==> config.mk <==
export PLATFORM = sky130hd
export DESIGN_NAME = tipi_mailbox
export DESIGN_NICKNAME = d
export VERILOG_FILES = /design/src/rtl/tipi_pkg.sv /design/src/rtl/tipi_sync_edge.sv /design/src/rtl/tipi_mailbox.sv
export SDC_FILE = /design/constraint.sdc
export NUM_CORES = 1
export LEC_CHECK = 0
export ABC_AREA = 1
export CORE_AREA = 10 10 82 91
export CTS_BUF_LIST = sky130_fd_sc_hd__clkbuf_2 sky130_fd_sc_hd__clkbuf_4 sky130_fd_sc_hd__clkbuf_8
export CTS_CLUSTER_DIAMETER = 200
export DETAILED_ROUTE_END_ITERATION = 10
export DIE_AREA = 0 0 92 101
export HOLD_SLACK_MARGIN = 0.1
export PLACE_DENSITY = 0.69
export SLEW_MARGIN = 20
export SYNTH_ARGS = -nofsm -noshare
export SYNTH_HDL_FRONTEND = slang
export SYNTH_SLANG_ARGS = --single-unit
export TNS_END_PERCENT = 1
==> constraint.sdc <==
create_clock -name clk -period 2.35 [get_ports clk]
set_input_delay 0.47 -clock clk [delete_from_list [all_inputs] [get_ports clk]]
set_output_delay 0.47 -clock clk [all_outputs]
set_load 0.05 [all_outputs]
==> src/rtl/tipi_pkg.sv <==
// Shared definitions for the TI/Pi mailbox: Pi-side FSM state encoding,
// nibble width and the field layout of the Pi command nibble.
// Ports: none (package).
package tipi_pkg;

  localparam int NIBBLE_W    = 4;
  localparam int CMD_DIR_BIT = 3;  // 1 = Pi writes rd[], 0 = Pi reads td[]
  localparam int CMD_CH_LSB  = 0;
  localparam int CMD_CH_MSB  = 2;

  typedef enum logic [1:0] {
    IDLE  = 2'd0,
    CMD   = 2'd1,
    WDATA = 2'd2,
    RDATA = 2'd3
  } pi_state_t;

endpackage

==> src/rtl/tipi_sync_edge.sv <==
// Two-flop synchronizer for an asynchronous level, plus one-cycle rising and
// falling edge pulses taken from the synchronized copy.
// Latency: level valid 2 clk after the raw change; edge pulse acts on the 3rd.
// Ports: clk/reset (sync, active-high), din (async in), level/rise/fall (out).
module tipi_sync_edge (
  input  logic clk,
  input  logic reset,
  input  logic din,
  output logic level,
  output logic rise,
  output logic fall
);

  logic q1, q2, q3;

  always_ff @(posedge clk) begin
    if (reset) begin
      q1 <= 1'b0;
      q2 <= 1'b0;
      q3 <= 1'b0;
    end else begin
      q1 <= din;
      q2 <= q1;
      q3 <= q2;
    end
  end

  assign level = q2;
  assign rise  = q2 & ~q3;
  assign fall  = ~q2 & q3;

endmodule

==> src/rtl/tipi_mailbox.sv <==
// TI/Pi mailbox: per channel a TI-to-Pi register td[] and a Pi-to-TI register
// rd[]; TI side is a strobed register port, Pi side a strobed nibble bus.
// Latency: TI writes land next cycle; Pi nibble strobes act 3 clk after the
// raw edge. No backpressure: the Pi paces itself with r_clk, the TI with strobes.
// Ports: clk/reset; ti_wr_stb, ti_rd_stb, ti_sel, ti_wdata, ti_rdata, ti_new,
// irq_mask, ti_extint (TI side); r_clk, r_nibrst, r_nib_in, r_nib_out,
// r_nib_oe, pi_busy (Pi side).
// Build option: define TIPI_MBOX_IRQ_EN for a registered, maskable, active-low
// ti_extint; otherwise ti_extint is held at 1 and irq_mask is ignored.
module tipi_mailbox import tipi_pkg::*; #(
  parameter  int CHANNELS = 2,
  parameter  int WIDTH    = 8,
  localparam int SELW     = (CHANNELS > 1) ? $clog2(CHANNELS) : 1,
  localparam int NIBS     = WIDTH / NIBBLE_W
) (
  input  logic                clk,
  input  logic                reset,
  input  logic                ti_wr_stb,
  input  logic                ti_rd_stb,
  input  logic [SELW-1:0]     ti_sel,
  input  logic [WIDTH-1:0]    ti_wdata,
  output logic [WIDTH-1:0]    ti_rdata,
  output logic [CHANNELS-1:0] ti_new,
  input  logic [CHANNELS-1:0] irq_mask,
  output logic                ti_extint,
  input  logic                r_clk,
  input  logic                r_nibrst,
  input  logic [3:0]          r_nib_in,
  output logic [3:0]          r_nib_out,
  output logic                r_nib_oe,
  output logic                pi_busy
);

  pi_state_t state, state_nx;

  logic [WIDTH-1:0]    td [CHANNELS];
  logic [WIDTH-1:0]    rd [CHANNELS];
  logic [WIDTH-1:0]    stage;
  logic [WIDTH-1:0]    snap;
  logic [CHANNELS-1:0] pi_flag, pi_flag_nx, ti_new_nx;
  logic [2:0]          cmd_ch;
  logic                cmd_ok;
  logic [3:0]          cnt;

  logic pstb, rst_lvl, rst_fall;
  logic unused_clk_lvl, unused_clk_fall, unused_rst_rise;

  tipi_sync_edge u_sync_clk (
    .clk   (clk),
    .reset (reset),
    .din   (r_clk),
    .level (unused_clk_lvl),
    .rise  (pstb),
    .fall  (unused_clk_fall)
  );

  tipi_sync_edge u_sync_rst (
    .clk   (clk),
    .reset (reset),
    .din   (r_nibrst),
    .level (rst_lvl),
    .rise  (unused_rst_rise),
    .fall  (rst_fall)
  );

  logic [2:0]       nib_ch;
  logic             nib_ch_ok, last, commit_wr, rd_accept;
  logic [WIDTH+3:0] stage_ext, snap_ext;
  logic [WIDTH-1:0] stage_shift, snap_shift, td_sel;

  assign nib_ch      = r_nib_in[CMD_CH_MSB:CMD_CH_LSB];
  assign nib_ch_ok   = 32'(nib_ch) < CHANNELS;
  assign last        = (cnt == 4'(NIBS - 1));
  // Staging fills MSB nibble first; the snapshot drains MSB nibble first.
  assign stage_ext   = {stage, r_nib_in};
  assign stage_shift = stage_ext[WIDTH-1:0];
  assign snap_ext    = {snap, 4'h0};
  assign snap_shift  = snap_ext[WIDTH-1:0];

  assign commit_wr = (state == WDATA) && pstb && last && !rst_lvl && cmd_ok;
  assign rd_accept = (state == CMD) && pstb && !rst_lvl &&
                     !r_nib_in[CMD_DIR_BIT] && nib_ch_ok;

  always_comb begin
    td_sel = '0;
    for (int c = 0; c < CHANNELS; c++)
      if (32'(nib_ch) == c) td_sel = td[c];
  end

  // Clears are applied before sets so a same-cycle set always wins.
  always_comb begin
    pi_flag_nx = pi_flag;
    ti_new_nx  = ti_new;
    for (int c = 0; c < CHANNELS; c++) begin
      if (rd_accept && 32'(nib_ch) == c)   pi_flag_nx[c] = 1'b0;
      if (ti_wr_stb && 32'(ti_sel) == c)   pi_flag_nx[c] = 1'b1;
      if (ti_rd_stb && 32'(ti_sel) == c)   ti_new_nx[c]  = 1'b0;
      if (commit_wr && 32'(cmd_ch) == c)   ti_new_nx[c]  = 1'b1;
    end
  end

  always_comb begin
    state_nx = state;
    if (rst_lvl) begin
      state_nx = IDLE;
    end else begin
      case (state)
        IDLE:         if (rst_fall) state_nx = CMD;
        CMD:          if (pstb) state_nx = r_nib_in[CMD_DIR_BIT] ? WDATA : RDATA;
        WDATA, RDATA: if (pstb && last) state_nx = CMD;
        default:      state_nx = IDLE;
      endcase
    end
  end

  always_ff @(posedge clk) begin
    if (reset) state <= IDLE;
    else       state <= state_nx;
  end

  always_ff @(posedge clk) begin
    if (reset) begin
      for (int c = 0; c < CHANNELS; c++) begin
        td[c] <= '0;
        rd[c] <= '0;
      end
      stage   <= '0;
      snap    <= '0;
      pi_flag <= '0;
      ti_new  <= '0;
      cmd_ch  <= '0;
      cmd_ok  <= 1'b0;
      cnt     <= '0;
    end else begin
      pi_flag <= pi_flag_nx;
      ti_new  <= ti_new_nx;
      for (int c = 0; c < CHANNELS; c++) begin
        if (ti_wr_stb && 32'(ti_sel) == c) td[c] <= ti_wdata;
        if (commit_wr && 32'(cmd_ch) == c) rd[c] <= stage_shift;
      end
      if (rst_lvl) begin
        // Abort: drop any partial transfer.
        stage <= '0;
        snap  <= '0;
        cnt   <= '0;
      end else begin
        case (state)
          CMD: if (pstb) begin
            cmd_ch <= nib_ch;
            cmd_ok <= nib_ch_ok;
            cnt    <= '0;
            stage  <= '0;
            // Invalid channels read back as zero.
            snap   <= (!r_nib_in[CMD_DIR_BIT] && nib_ch_ok) ? td_sel : '0;
          end
          WDATA: if (pstb) begin
            stage <= stage_shift;
            cnt   <= last ? 4'd0 : cnt + 4'd1;
          end
          RDATA: if (pstb) begin
            snap <= snap_shift;
            cnt  <= last ? 4'd0 : cnt + 4'd1;
          end
          default: ;
        endcase
      end
    end
  end

  always_comb begin
    ti_rdata = '0;
    for (int c = 0; c < CHANNELS; c++)
      if (32'(ti_sel) == c) ti_rdata = rd[c];
  end

  assign r_nib_oe  = (state == RDATA);
  assign r_nib_out = r_nib_oe ? snap[WIDTH-1 -: NIBBLE_W] : 4'h0;
  assign pi_busy   = (state == WDATA) || (state == RDATA);

`ifdef TIPI_MBOX_IRQ_EN
  always_ff @(posedge clk) begin
    if (reset) ti_extint <= 1'b1;
    else       ti_extint <= ~|(ti_new & irq_mask);
  end
`else
  logic unused_irq_mask;
  assign unused_irq_mask = ^irq_mask;
  assign ti_extint = 1'b1;
`endif

endmodule

# After elaboration in Yosys (flattened, before gate mapping)
# Memory sizes are Yosys's and may differ from the RTL's.
# Cells that the tools add are included.
# totals
register_bits	30
ramBits	32
inputBits	21
out_inout_bits	17
elab_cells	111
n_memories	2
# memory_table
memory	words	width	read_ports	rd_ports_with_merged_regs	wr	line	text
rd	2	8	2	0	2	tipi_mailbox.sv:37	logic [WIDTH-1:0] rd [CHANNELS];
td	2	8	2	0	2	tipi_mailbox.sv:36	logic [WIDTH-1:0] td [CHANNELS];
# classes
n_addsub	1
magnitude_cmp	1
eq_ne	12
muxes	42
n_bitwise	9
reduce_logical	30
# op_table
cell	count
$mux 8	10
$mux 4	6
$mux 1	19
$pmux 4 s2	2
$pmux 8 s2	1
$reduce_and 3->1	5
$logic_and 1x1->1	12
$reduce_bool 2->1	5
$eq 3x1->1 const B	2
$logic_not 3->1	2
$mux 2	3
$ne 2x1->1 const B	3
$ne 2x2->1 const B	3
$pmux 2 s3	1
$add 4x1->4 const B	1
$eq 2x2->1 const B	2
$eq 4x1->1 const B	1
$or 1x1->1	4
$reduce_or 2->1	2
$lt 3x2->1 const B	1
$not 1->1	3
$and 1x1->1	2
$eq 2x1->1 const B	1
$logic_not 1->1	2
other kinds (2)	2

# Depth between registers and ports, before layout
# depth
word_depth	11
ltp_mapped	7

# Modules after synthesis
# From an unflattened synthesis, not the netlist that was laid out.
# hier_totals
hier_cells	315
hier_area_um2	2696.3
# by_module_without_submodules
mod	n_inst	cells_each	area_per_inst_um2
tipi_mailbox	1	291	2508.7
tipi_sync_edge	2	12	93.8

# Worst setup path before layout
# OpenSTA, ideal clock, no wires.
# synth_timing
path_kind	register to output
startpoint	register state[1]
endpoint	output port r_nib_out[0]
t_arrival_ns	1.284
setup_slack_ns	0.596
path_stages_with_launch	4
path_buffers	1
cell_sequence	dfxtp_1 > buf_6 > nand2_1 > nor2_1
# synth_between
elab_chain_len	2
# synth_rtl
item	line	text
from (decl)	tipi_mailbox.sv:34	pi_state_t state, state_nx;
from (signal assigned)	tipi_mailbox.sv:118	else state <= state_nx;
$eq 2x2->1	tipi_mailbox.sv:176	assign r_nib_oe = (state == RDATA);
$mux 4	tipi_mailbox.sv:177	assign r_nib_out = r_nib_oe ? snap[WIDTH-1 -: NIBBLE_W] : 4'h0;
to (decl)	tipi_mailbox.sv:29	output logic [3:0] r_nib_out,
# No other way between the ends.

# Final worst setup path
# layout_timing
startpoint	input port ti_sel
endpoint	output port ti_rdata[2]
# layout_between
elab_chain_len	1
# layout_rtl
item	line	text
from (decl)	tipi_mailbox.sv:20	input logic [SELW-1:0] ti_sel,
$mux 8	tipi_mailbox.sv:173	if (32'(ti_sel) == c) ti_rdata = rd[c];
to (decl)	tipi_mailbox.sv:22	output logic [WIDTH-1:0] ti_rdata,
# No other way between the ends.

==> metrics.md <==
| Metric | Value |
|---|---|
| Startpoint types | `input port` |
| Max incr delay on CP | `0.48 ns` |
| Slew Limit Fails | `0` |
| Reg2reg end | `rd[0][5]` |
| R2r setup slk | `0.47 ns` |
| Syn avg cell area | `8.51 µm²` |
| Vias in the first global route | `1966` |
| Worst-Skew Late Latency | `0.34 ns` |
| CP Capture Type | `primary output` |
| Hold path cells | `2` |
| RSZ-0062 raised after global routing | `false` |
| Synth Net Count | `341` |
| Crit Path Category | `input port to primary output` |
| Warnings from Yosys | `0` |
| Least-Margin Pin Slew | `0.514 ns` |
| Layout Skew | `0.00459 ns` |
| Worst path arrival time | `1.62 ns` |
| Hold Vio Cnt, Final | `0` |
| Critical Path Slowest Stage Cell | `clkdlybuf4s50_1` |
| Remaining Overflow, GRT | `0` |
| Largest net degree at the start of global routing | `17` |
| Vias per cell | `4.64` |
| Commonest non-fill, non-tap cell in the layout | `nand2_1` |
| First-pass GRT wire length | `8710 µm` |
| Antenna viol nets, final | `0` |
| IO buf count | `34` |
| Synth unique cells | `25` |
| Detail Placement HPWL | `3790 µm` |
| Total GRT Usage | `0.118` |
| Final WS setup | `0.264 ns` |
| Post-cts resize count | `0` |
| Routability Congestion | `0.772` |
| Initial DRC count | `104` |
| Clock Path Buffers | `2` |
| Vert. Die Dim | `101 µm` |
| Seq/Total Area, Yosys | `0.577` |
| Final Cycle Share | `0.887` |
| Number of I/O pins | `38` |
| Setup TNS | `0 ns` |
| Area grow syn2layout | `24.6%` |
| Nets | `383` |
| Pleak | `0.00142 µW` |
| Worst Hold End | `u_sync_rst.level` |
| WL/cell | `11.8 µm` |
| Top delay family on crit path | `buffers and inverters` |
| Hold Path Class | `register to register` |
| DR DRC count | `0` |
| CTS tree | `yes` |
| Hold_buf cts | `0` |
| CP dominant cell by count | `nand2_1` |
| Worst slack, placed | `0.251 ns` |
| H-tree levels | `3` |
| CTS Buf Count | `9` |
| Max VDD drop | `0.438 mV` |
| # diodes | `0` |
| Core Region | `5660 µm²` |
| Hold slack final | `0.410 ns` |
| Slew HR | `0.657` |
| Final Setup Violations | `0` |
| TritonRoute pass-1 iters | `4` |
| Post-CTS Setup Repair Bufs | `0` |
| Fin crit period | `2.09 ns` |
| CTS Sinks | `62` |
| Share of layout cells above drive strength 1 | `0.126` |
| Seq cells post-synth | `62` |
| # Max-Cap Violations | `0` |
| Critical Path, Cell by Cell | `clkdlybuf4s50_1 > clkinv_1 > nand2_1 > nand2_1 > buf_4` |
| Row cnt | `29` |
| Drt total wl | `5210 µm` |
| Die extent in x | `92 µm` |
| Mapped cell area | `2710 µm²` |
| Worst Path Max Fanout | `10` |
| Detailed-route via count | `2050` |
| Initial antenna violation count | `0` |
| Hold Path Origin | `u_sync_rst.q1` |
| Worst Reg2Reg Path Length in Cells | `5` |
| Pwr Total | `2390 µW` |
| Initial Util | `0.478` |
| Critical Path RT | `1.88 ns` |
| Commonest cells after routing, fill and taps aside | `nand2_1 (73), nor2_1 (52), inv_1 (41)` |
| Status | `finished clean` |
| WP buf/inv | `3` |
| Syn Inst Count | `318` |
| Worst R2R Start | `cnt[0]` |
| Max frequency | `479 MHz` |
| Die area | `9290 µm²` |
| Clock-pin slew on the worst setup and hold paths | `0.07 ns` |
| Pwr Density | `710 nW/µm²` |
| CTS Root Cell | `clkbuf_8` |
## metrics by stage
step / std cells / cell area (µm²) / util
floorplan: 318 / 2710 / -
global placement: 426 / 3150 / 0.556
detailed placement: 426 / 3150 / 0.556
CTS: 442 / 3370 / 0.596
global route: 442 / 3370 / 0.596
finish: 442 / 3370 / 0.596
## synthesized netlist by cell type
cell type	n	share of area
buf_2	3	0.0055
dfxtp_1	30	0.22
nand2_2	2	0.0046
inv_1	41	0.057
a21oi_1	19	0.035
clkinv_1	2	0.0028
nor2_2	3	0.0069
inv_2	2	0.0028
ha_1	2	0.0092
nand4_1	2	0.0046
nor2_8	1	0.0074
nor3_1	3	0.0055
nand2_4	1	0.0042
conb_1	1	0.0014
nor2_4	2	0.0083
clkbuf_1	3	0.0042
buf_6	2	0.0083
buf_4	2	0.0055
edfxtp_1	32	0.36
nand3_1	26	0.048
nor2_1	52	0.072
o21ai_0	12	0.022
nand3_2	1	0.0037
or2_2	1	0.0023
nand2_1	73	0.10
## how the worst max path moves through the flow
| stage | to | slack, ns | depth (start not counted) | startpoint |
|---|---|---|---|---|
| 4_1_cts | ti_rdata[2] | 0.25 | 5 | ti_sel |
| 2_1_floorplan | r_nib_out[0] | 0.60 | 3 | state[1] |
| 6_report | ti_rdata[2] | 0.26 | 5 | ti_sel |
| 3_5_place_dp | ti_rdata[2] | 0.25 | 5 | ti_sel |
| 5_1_grt | ti_rdata[2] | 0.16 | 5 | ti_sel |
| 3_3_place_gp | ti_rdata[3] | 0.26 | 5 | ti_sel |
## metal layers
layer | routed length (µm) | vias to the layer above | global-route usage
met5 | 0 | - | 0
met4 | 98 | 0 | 0.0808
met3 | 203 | 6 | 0.0328
met2 | 2650 | 34 | 0.198
met1 | 2260 | 922 | 0.126
li1 | - | 1088 | -
## flip-flops by register name (all words and copies together), names as in the netlist
| signal | cells |
|---|---|
| ti_new | 2 |
| u_sync_clk.q1 | 1 |
| cmd_ch | 3 |
| cnt | 4 |
| u_sync_rst.level | 1 |
| u_sync_rst.q3 | 1 |
| u_sync_clk.level | 1 |
| cmd_ok | 1 |
| snap | 8 |
| rd | 16 |
| td | 16 |
| stage | 4 |
| u_sync_rst.q1 | 1 |
| state | 2 |
| u_sync_clk.q3 | 1 |
## worst reg2reg max path, stage by stage (launching register included)
cell and delay [ns]:
dfxtp_1 0.42, ha_1 0.18, nand3_1 0.16, nor2_1 0.32
nand3_1 0.16, nand2_1 0.31
## final cells by class
| type | count | area (µm²) |
|---|---|---|
| Fill cell | 520 | 2290 |
| Sequential cell | 62 | 1560 |
| Multi-Input combinational cell | 201 | 912 |
| Timing Repair Buffer | 41 | 410 |
| Inverter | 45 | 169 |
| Clock buffer | 11 | 151 |
| Tap cell | 77 | 96.3 |
| Clock inverter | 5 | 71.3 |
## cell families (layout without fill, tap and decap cells)
family                   Yosys count  after routing  synth area share
AO/OA/AOI/OAI                     31             31            0.0573
adder cells (fa/ha/maj)            2              2           0.00924
buffers and inverters             55            102            0.0860
flip-flops                        62             62             0.577
other                              1              1           0.00139
AND/OR/NAND/NOR                  167            167             0.269
## report_power, final
part	leakage, µW	internal, µW	switching, µW	total (µW)
clock network	0.000112	644	389	1030
registers	0.000570	1180	13.2	1190
logic	0.000733	60.7	108	169
total	0.00142	1880	511	2390
Power figures use the tool's default switching activity.
